<file path="src/rtl/sum_accumulator.sv">
// sum_accumulator: frames N samples of {carry,sum} from an upstream 4-bit adder into an
// AW-bit wrapping total with a sticky overflow flag, released through a valid/ready handshake.
module sum_accumulator #(
    parameter int N  = 4,
    parameter int AW = 8
) (
    input  logic          clk,
    input  logic          rst,
    input  logic          in_valid,
    output logic          in_ready,
    input  logic [3:0]    in_sum,
    input  logic          in_carry,
    input  logic          clear,
    output logic          out_valid,
    input  logic          out_ready,
    output logic [AW-1:0] out_total,
    output logic          out_ovf,
    output logic [3:0]    out_count
);

    typedef enum logic [1:0] {
        IDLE,
        ACC,
        DONE
    } state_t;

    localparam logic [3:0] FRAME_CNT = 4'(N);

    state_t        state_p1, state_nxt;
    logic [AW-1:0] total_p1, total_nxt;
    logic [3:0]    count_p1, count_nxt;
    logic          ovf_p1, ovf_nxt;
    logic          vld_p1, vld_nxt;

    logic [4:0]    sample_p0;
    logic [AW:0]   sum_p0;
    logic          accept_p0;

    // Wrapping add; bit AW of the result is the carry out of bit AW-1.
    function automatic logic [AW:0] add_wrap(input logic [AW-1:0] acc, input logic [4:0] smp);
        return {1'b0, acc} + (AW+1)'(smp);
    endfunction

    // Stage p0: sample capture and combinational accumulate
    assign sample_p0 = {in_carry, in_sum};
    assign accept_p0 = in_valid && in_ready;
    assign sum_p0    = add_wrap((state_p1 == ACC) ? total_p1 : '0, sample_p0);

    always_comb begin
        state_nxt = state_p1;
        total_nxt = total_p1;
        count_nxt = count_p1;
        ovf_nxt   = ovf_p1;
        if (clear) begin
            state_nxt = IDLE;
            total_nxt = '0;
            count_nxt = '0;
            ovf_nxt   = 1'b0;
        end else begin
            case (state_p1)
                IDLE: begin
                    if (accept_p0) begin
                        total_nxt = sum_p0[AW-1:0];
                        ovf_nxt   = sum_p0[AW];
                        count_nxt = 4'd1;
                        state_nxt = (FRAME_CNT == 4'd1) ? DONE : ACC;
                    end
                end
                ACC: begin
                    if (accept_p0) begin
                        total_nxt = sum_p0[AW-1:0];
                        ovf_nxt   = ovf_p1 | sum_p0[AW];
                        count_nxt = count_p1 + 4'd1;
                        if (count_nxt == FRAME_CNT) begin
                            state_nxt = DONE;
                        end
                    end
                end
                DONE: begin
                    if (out_ready) begin
                        state_nxt = IDLE;
                        total_nxt = '0;
                        count_nxt = '0;
                        ovf_nxt   = 1'b0;
                    end
                end
                default: begin
                    state_nxt = IDLE;
                    total_nxt = '0;
                    count_nxt = '0;
                    ovf_nxt   = 1'b0;
                end
            endcase
        end
        vld_nxt = (state_nxt == DONE);
    end

    // Stage p1: frame state and result registers
    always_ff @(posedge clk or posedge rst) begin
        if (rst) begin
            state_p1 <= IDLE;
            total_p1 <= '0;
            count_p1 <= '0;
            ovf_p1   <= 1'b0;
            vld_p1   <= 1'b0;
        end else begin
            state_p1 <= state_nxt;
            total_p1 <= total_nxt;
            count_p1 <= count_nxt;
            ovf_p1   <= ovf_nxt;
            vld_p1   <= vld_nxt;
        end
    end

    assign in_ready  = (state_p1 != DONE);
    assign out_valid = vld_p1;
    assign out_total = total_p1;
    assign out_ovf   = ovf_p1;
    assign out_count = count_p1;

    a_no_ready_when_valid: assert property (@(posedge clk) disable iff (rst) out_valid |-> !in_ready);
    a_count_in_range:      assert property (@(posedge clk) disable iff (rst) count_p1 <= FRAME_CNT);

endmodule

</file>
<file path="config.mk">
export PLATFORM = sky130hd
export DESIGN_NAME = sum_accumulator
export DESIGN_NICKNAME = d
export VERILOG_FILES = /design/src/rtl/sum_accumulator.sv
export SDC_FILE = /design/constraint.sdc
export NUM_CORES = 1
export LEC_CHECK = 0
export ABC_AREA = 1
export CAP_MARGIN = 25
export CORE_AREA = 2 2 54 56
export DETAILED_ROUTE_END_ITERATION = 8
export DIE_AREA = 0 0 56 58
export MAX_ROUTING_LAYER = met4
export PLACE_DENSITY = 0.75
export SLEW_MARGIN = 20
export SYNTH_ARGS = -nofsm -noshare
export SYNTH_HDL_FRONTEND = slang
export SYNTH_SLANG_ARGS = --single-unit
</file>
<file path="constraint.sdc">
create_clock -name clk -period 2.02 [get_ports clk]
set_clock_uncertainty 0.05 [all_clocks]
set_input_delay 0.404 -clock clk [delete_from_list [all_inputs] [get_ports clk]]
set_output_delay 0.404 -clock clk [all_outputs]
set_load 0.1 [all_outputs]
</file>
==> results.json, run 1 <==
{
  "clk_latency_ns": 0.29,
  "drive_gt1_frac": 0.304,
  "syn_avg_cell_area_um2": 8.05,
  "synth_seq_area_share": 0.363,
  "die-height_um": 58,
  "crit_path_end_kind": "flop",
  "area_delta_synth_final_pct": 38.1,
  "internal_power_mw": 0.487,
  "port_buffers": 24,
  "dp_hpwl_mm": 2.04,
  "critPathMaxFanout": 5,
  "n_antenna_cell": 0,
  "cap_violations": 0,
  "cts_buffers": 3,
  "path_clk_slew_ns": 0.10,
  "synth-seq-cells": 16,
  "status": "finished, final reports clean",
  "synthCells": 137,
  "overflow": 0,
  "grt_max_degree": 17,
  "power_density_nw_per_um2": 503,
  "p_switching_mw": 0.279,
  "power.share.switching": 0.364,
  "ys_types": 24,
  "wl_met1_mm": 1.07,
  "grt_usage": 0.174,
  "ir_worst_vdd_mv": 0.352,
  "via_count": 1010,
  "final_common_cell": "nand2_1",
  "fmax_mhz": 544,
  "path_class": "reg2reg",
  "seqCellArea_um2": 405,
  "nets": 190,
  "p_leak_nw": 0.783,
  "cts_root_buf": "clkbuf_4",
  "ant_nets": 0,
  "rows": 19,
  "dr_wl_met3_um": 150,
  "finalHoldViolations": 0,
  "final_cell_mix": "nand2_1, inv_1, nor2_1, buf_4, dfrtp_1",
  "syn-cell-area_um2": 1100,
  "yosysWarnings": 0,
  "antenna_found_initial": 0,
  "cp.arrival_ns": 1.98,
  "grt_pass1_vias": 997,
  "wl_per_cell_um": 12.5,
  "slew_viol_final": 0,
  "p_seq_frac": 0.449,
  "cts_hold_buf": 0,
  "p_total_mw": 0.765,
  "wl_met2_mm": 1.28,
  "cp.required_ns": 2.16,
  "start_kind": "flop",
  "min_path_type": "in2async",
  "cts_sinks": 16,
  "wirelength_mm": 2.52,
  "fillers": 241,
  "p_clk_frac": 0.240,
  "avgViaCountPerCell": 5.00,
  "start_util": 0.414,
  "rr_worst_depth": 11,
  "grt_pass1_wl_mm": 4.34,
  "power.share.combinational": 0.311,
  "gp_congestion": 0.906,
  "highest_layer": "met4",
  "rsz0062_at_grt": "false",
  "drcViolationCount": 0,
  "worst-slew-pin-transition_ns": 0.309,
  "syn_nets": 155,
  "max_slew_margin": 0.793,
  "utilization": 0.572,
  "drt_iter0_markers": 30,
  "cts_buffer_depth": 2,
  "finalSetupViolCount": 0,
  "firstDrtPassIters": 4,
  "dieArea_um2": 3250,
  "min_period_ns": 1.84,
  "num_io_pins": 25,
  "multi_input_area_um2": 607,
  "die_x_um": 56,
  "core_um2": 2660,
  "cts_max_level": 1,
  "cts_tree": "yes",
  "fin_crit_sh": 0.910
}
state kept, by name, indices dropped and copies added, names as in the netlist:
register / cells
out_valid: 1
out_total: 8
out_count: 4
out_ovf: 1
state_p1: 2
worst max-delay path, stage by stage, from the launching register on:
cell,delay (ns)
dfrtp_1,0.40
inv_2,0.08
nand2_2,0.07
buf_4,0.17
nor2_1,0.10
ha_1,0.27
nor2_1,0.16
inv_1,0.05
nand3_1,0.08
nand2_1,0.10
nor2_1,0.13
o21ai_2,0.07
metrics by stage:
step / setup TNS, ns / hold slack, ns / setup slack [ns] / area, um2 / cells
after floorplan: -0.000343 / 0.267 / -0.000343 / 1110 / 137
after global placement: -0.111 / 0.452 / -0.0842 / 1490 / 197
after detailed placement: -0.204 / 0.453 / -0.137 / 1490 / 197
after CTS: 0 / 0.374 / 0.150 / 1510 / 201
after global routing: 0 / 0.400 / 0.00978 / 1520 / 202
final: 0 / 0.363 / 0.181 / 1520 / 202
cell families (layout without fill, tap and decap cells):
| logic type | after synthesis | after routing | share of synthesized area |
|---|---|---|---|
| flops | 16 | 16 | 0.363 |
| simple gates | 69 | 69 | 0.305 |
| buf+inv | 24 | 58 | 0.0885 |
| xor+xnor | 4 | 4 | 0.0318 |
| fa+ha+maj | 8 | 8 | 0.0976 |
| compound gates | 16 | 16 | 0.113 |
layer usage:
layer | up-vias | track usage
li1 | 502 | -
met1 | 475 | 0.212
met2 | 30 | 0.303
met3 | 3 | 0.0268
met4 | 0 | 0.0442
met5 | - | -
final timing paths:
check,from,to,slack (ns)
setup / recovery,state_p1[1],out_total[5],0.18
setup reg to reg,state_p1[1],out_total[5],0.18
min in group clk,out_ovf,out_ovf,0.47
max in group asynchronous,rst,out_total[4],1.35
hold reg to reg,out_ovf,out_ovf,0.47
hold / removal,rst,out_count[1],0.36
Yosys cell counts:
cell type / instances / share of area
o22ai_2: 1 / 0.011
inv_1: 18 / 0.061
o21ai_4: 1 / 0.015
nand2_1: 36 / 0.12
a21oi_1: 3 / 0.014
nand3_2: 1 / 0.0091
xnor2_1: 2 / 0.016
inv_6: 1 / 0.0079
o21ai_1: 3 / 0.014
ha_1: 7 / 0.079
o21ai_2: 7 / 0.056
dfrtp_1: 16 / 0.36
nand3_4: 2 / 0.032
xor2_1: 2 / 0.016
fa_1: 1 / 0.018
inv_2: 4 / 0.014
nand4_1: 2 / 0.011
nor2_1: 14 / 0.048
nor2_4: 2 / 0.020
nand2_4: 1 / 0.010
nand2_2: 2 / 0.011
inv_4: 1 / 0.0057
nand3_1: 9 / 0.041
o21ai_0: 1 / 0.0045
power groups by stage:
stage | Clock, mW | Combinational [mW] | Sequential, mW
finish | 0.184 | 0.238 | 0.344
global placement | 0 | 0.235 | 0.349
detailed placement | 0 | 0.239 | 0.350
global route | 0.200 | 0.254 | 0.346
floorplan | 0 | 0.0826 | 0.426
CTS | 0.189 | 0.239 | 0.344
what timing repair did:
action / CTS / global route
buffers inserted: 0 / 1
setup endpoints to repair: 0 / 2
hold endpoints to repair: 0 / 0
resized for setup: 0 / 1
layout make-up:
| cell class | count | area share |
|---|---|---|
| clock buffers | 4 | 0.0173 |
| inverters | 24 | 0.0641 |
| multi-input cells | 97 | 0.399 |
| flip-flops and latches | 16 | 0.266 |
| well taps | 31 | 0.0255 |
| repair buffers | 30 | 0.228 |
Power figures use the tool's default switching activity.
==> run 2: changes to the inputs <==
ABC_AREA = default   (was 1)
CORE_AREA = 2 2 52 54   (was 2 2 54 56)
DIE_AREA = 0 0 54 56   (was 0 0 56 58)
GPL_ROUTABILITY_DRIVEN = 0   (was default)
PLACE_DENSITY = 0.76   (was 0.75)
==> results.json, run 2 <==
{
  "status": "finished, violations left",
  "violations": "negative setup slack",
  "port_buffers": 24,
  "synthCells": 109,
  "cts_buffer_depth": 2,
  "wl_per_cell_um": 15.6,
  "die_x_um": 54,
  "yosysWarnings": 0,
  "avgViaCountPerCell": 5.69,
  "p_leak_nw": 0.726,
  "rr_worst_depth": 8,
  "tns_ns": -0.528,
  "post-route-cell-area_um2": 1650,
  "seqCellArea_um2": 409,
  "syn_avg_cell_area_um2": 9.48,
  "multi_input_area_um2": 711,
  "finalSetupViolCount": 5,
  "ant_nets": 0,
  "p_total_mw": 0.883,
  "largest_reg_flops": 8,
  "syn-cell-area_um2": 1030,
  "placedInstanceArea_um2": 1440,
  "path_clk_slew_ns": 0.10,
  "cts_tree": "yes",
  "cts_max_level": 1,
  "cts_root_buf": "clkbuf_4",
  "slew_viol_final": 0,
  "synth-seq-cells": 16,
  "placedCellCount": 170,
  "setup_ws_ns": -0.147,
  "ys.flop_type": "dfrtp_1",
  "fin_cells": 181,
  "min_path_type": "in2async",
  "ys_top_cells_by_area": "dfrtp_1, ha_1, o21ai_0",
  "fillers": 176,
  "synthTopCellsByCount": "nand2_1, dfrtp_1, o21ai_0, ha_1, nand3_1",
  "worst-slew-pin-transition_ns": 0.624,
  "area_delta_synth_final_pct": 59.3,
  "start_util": 0.425,
  "drive_gt1_frac": 0.430,
  "yosys.area.top_type": "dfrtp_1",
  "rsz0062_at_grt": "true",
  "synthSimpleGateAreaFrac": 0.231,
  "async_flop_share": 1.00,
  "grt_max_degree": 17,
  "n_antenna_cell": 0,
  "cts_buffers": 3,
  "grt_pass1_vias": 1046,
  "synth_xor_area_frac": 0.0339,
  "via_count": 1030,
  "power_density_nw_per_um2": 536,
  "syn_nets": 127,
  "synthMuxAreaShare": 0,
  "max_slew_margin": 0.583,
  "pre_cts_slack_ns": -0.296,
  "cp.arrival_ns": 2.30,
  "ys_types": 38,
  "overflow": 0,
  "cp.required_ns": 2.15,
  "yosys.area_share.adder": 0.104,
  "finalHoldViolations": 0,
  "r2r_start": "state_p1[0]",
  "yosysTopAreaCellShare": 0.387,
  "critPathMaxFanout": 3,
  "rows": 18,
  "synth_compound_area_frac": 0.207,
  "antenna_found_initial": 0,
  "dp_hpwl_mm": 1.98,
  "final_cell_mix": "buf_4, nand2_1, dfrtp_1, clkdlybuf4s50_1",
  "start_kind": "flop",
  "min_period_ns": 2.17,
  "core_um2": 2430,
  "nets": 170,
  "clk_latency_ns": 0.29,
  "cap_violations": 0,
  "ir_worst_vdd_mv": 0.469,
  "crit_path_end_kind": "flop",
  "final_common_cell": "buf_4",
  "firstDrtPassIters": 4,
  "grt_pass1_wl_mm": 4.64,
  "path_class": "reg2reg",
  "wirelength_mm": 2.83,
  "drcViolationCount": 0,
  "synth_most_common_cell": "nand2_1",
  "drt_iter0_markers": 14,
  "synth-edff-count": 0,
  "grt_usage": 0.214,
  "cts_sinks": 16,
  "reg2reg_slack_ns": -0.15,
  "synth_top_family_by_area": "simple AND/OR/NAND/NOR gates",
  "synth_seq_area_share": 0.387,
  "r2r-end": "out_ovf",
  "fin_crit_sh": 1.07,
  "fmax_mhz": 462,
  "num_io_pins": 25,
  "die-height_um": 56,
  "dieArea_um2": 3020
}
[run 2: cell types whose count changed after synthesis, sizes merged, moves of 2 or more]
cell and delta:
inv -21, nand3 -5, a22o +2, nand2 -22
a21oi +2, nor2 -13, and2 +5, buf +2
o31ai +2, and3 +2
[run 2: where the power goes]
group / total, mW / switching, mW / internal, mW
sequential: 0.355 / 0.0177 / 0.338
combinational: 0.310 / 0.191 / 0.119
clock: 0.218 / 0.108 / 0.110
total: 0.883 / 0.317 / 0.566
[run 2: how the worst max path moves through the flow]
| stage | endpoint | cells after the start | start |
|---|---|---|---|
| finish | out_ovf | 8 | state_p1[0] |
| global route | out_ovf | 8 | state_p1[0] |
| CTS | out_ovf | 8 | state_p1[0] |
| detailed placement | out_ovf | 7 | in_sum[0] |
| global placement | out_ovf | 7 | in_sum[0] |
| floorplan | out_ovf | 9 | state_p1[0] |
[run 2: cells by family after synthesis]
logic type                 Yosys count
and+or+nand+nor                     43
AOI/OAI and AO/OA                   32
DFF                                 16
adders and majority gates            8
buffers and inverters                6
xor gates and xnor gates             4
[run 2: routing by layer]
metal,vias to the layer above,global-route usage,wire [um]
li1,484,-,-
met1,498,0.244,1190
met2,36,0.340,1400
met3,12,0.0591,141
met4,0,0.100,99
met5,-,-,0
[run 2: layout make-up]
| class | instances | share of cell area |
|---|---|---|
| Clock buffer | 4 | 0.0220 |
| Inverter | 3 | 0.00684 |
| Multi-Input combinational cell | 87 | 0.432 |
| Sequential cell | 16 | 0.248 |
| Tap cell | 30 | 0.0228 |
| Timing Repair Buffer | 41 | 0.268 |
[run 2: through the flow]
| stage | utilization | hold slack (ns) |
|---|---|---|
| after detailed placement | 0.594 | 0.443 |
| after floorplan | - | 0.267 |
| after global routing | 0.677 | 0.499 |
| after global placement | 0.594 | 0.421 |
| after CTS | 0.660 | 0.452 |
| final | 0.677 | 0.438 |
[run 2: critical path: stages (launching register included)]
cell and delay, ns:
dfrtp_1 0.39, and2b_2 0.21, and2_4 0.14, ha_4 0.16
fa_2 0.34, a21o_1 0.18, a221o_1 0.34, a41oi_2 0.19
a21oi_1 0.05
[run 2: repair_timing]
action	in CTS	in global routing
setup endpoints to repair	5	6
pin swaps	14	14
resized for setup	14	9
buffers inserted	6	2
hold buffers	0	0
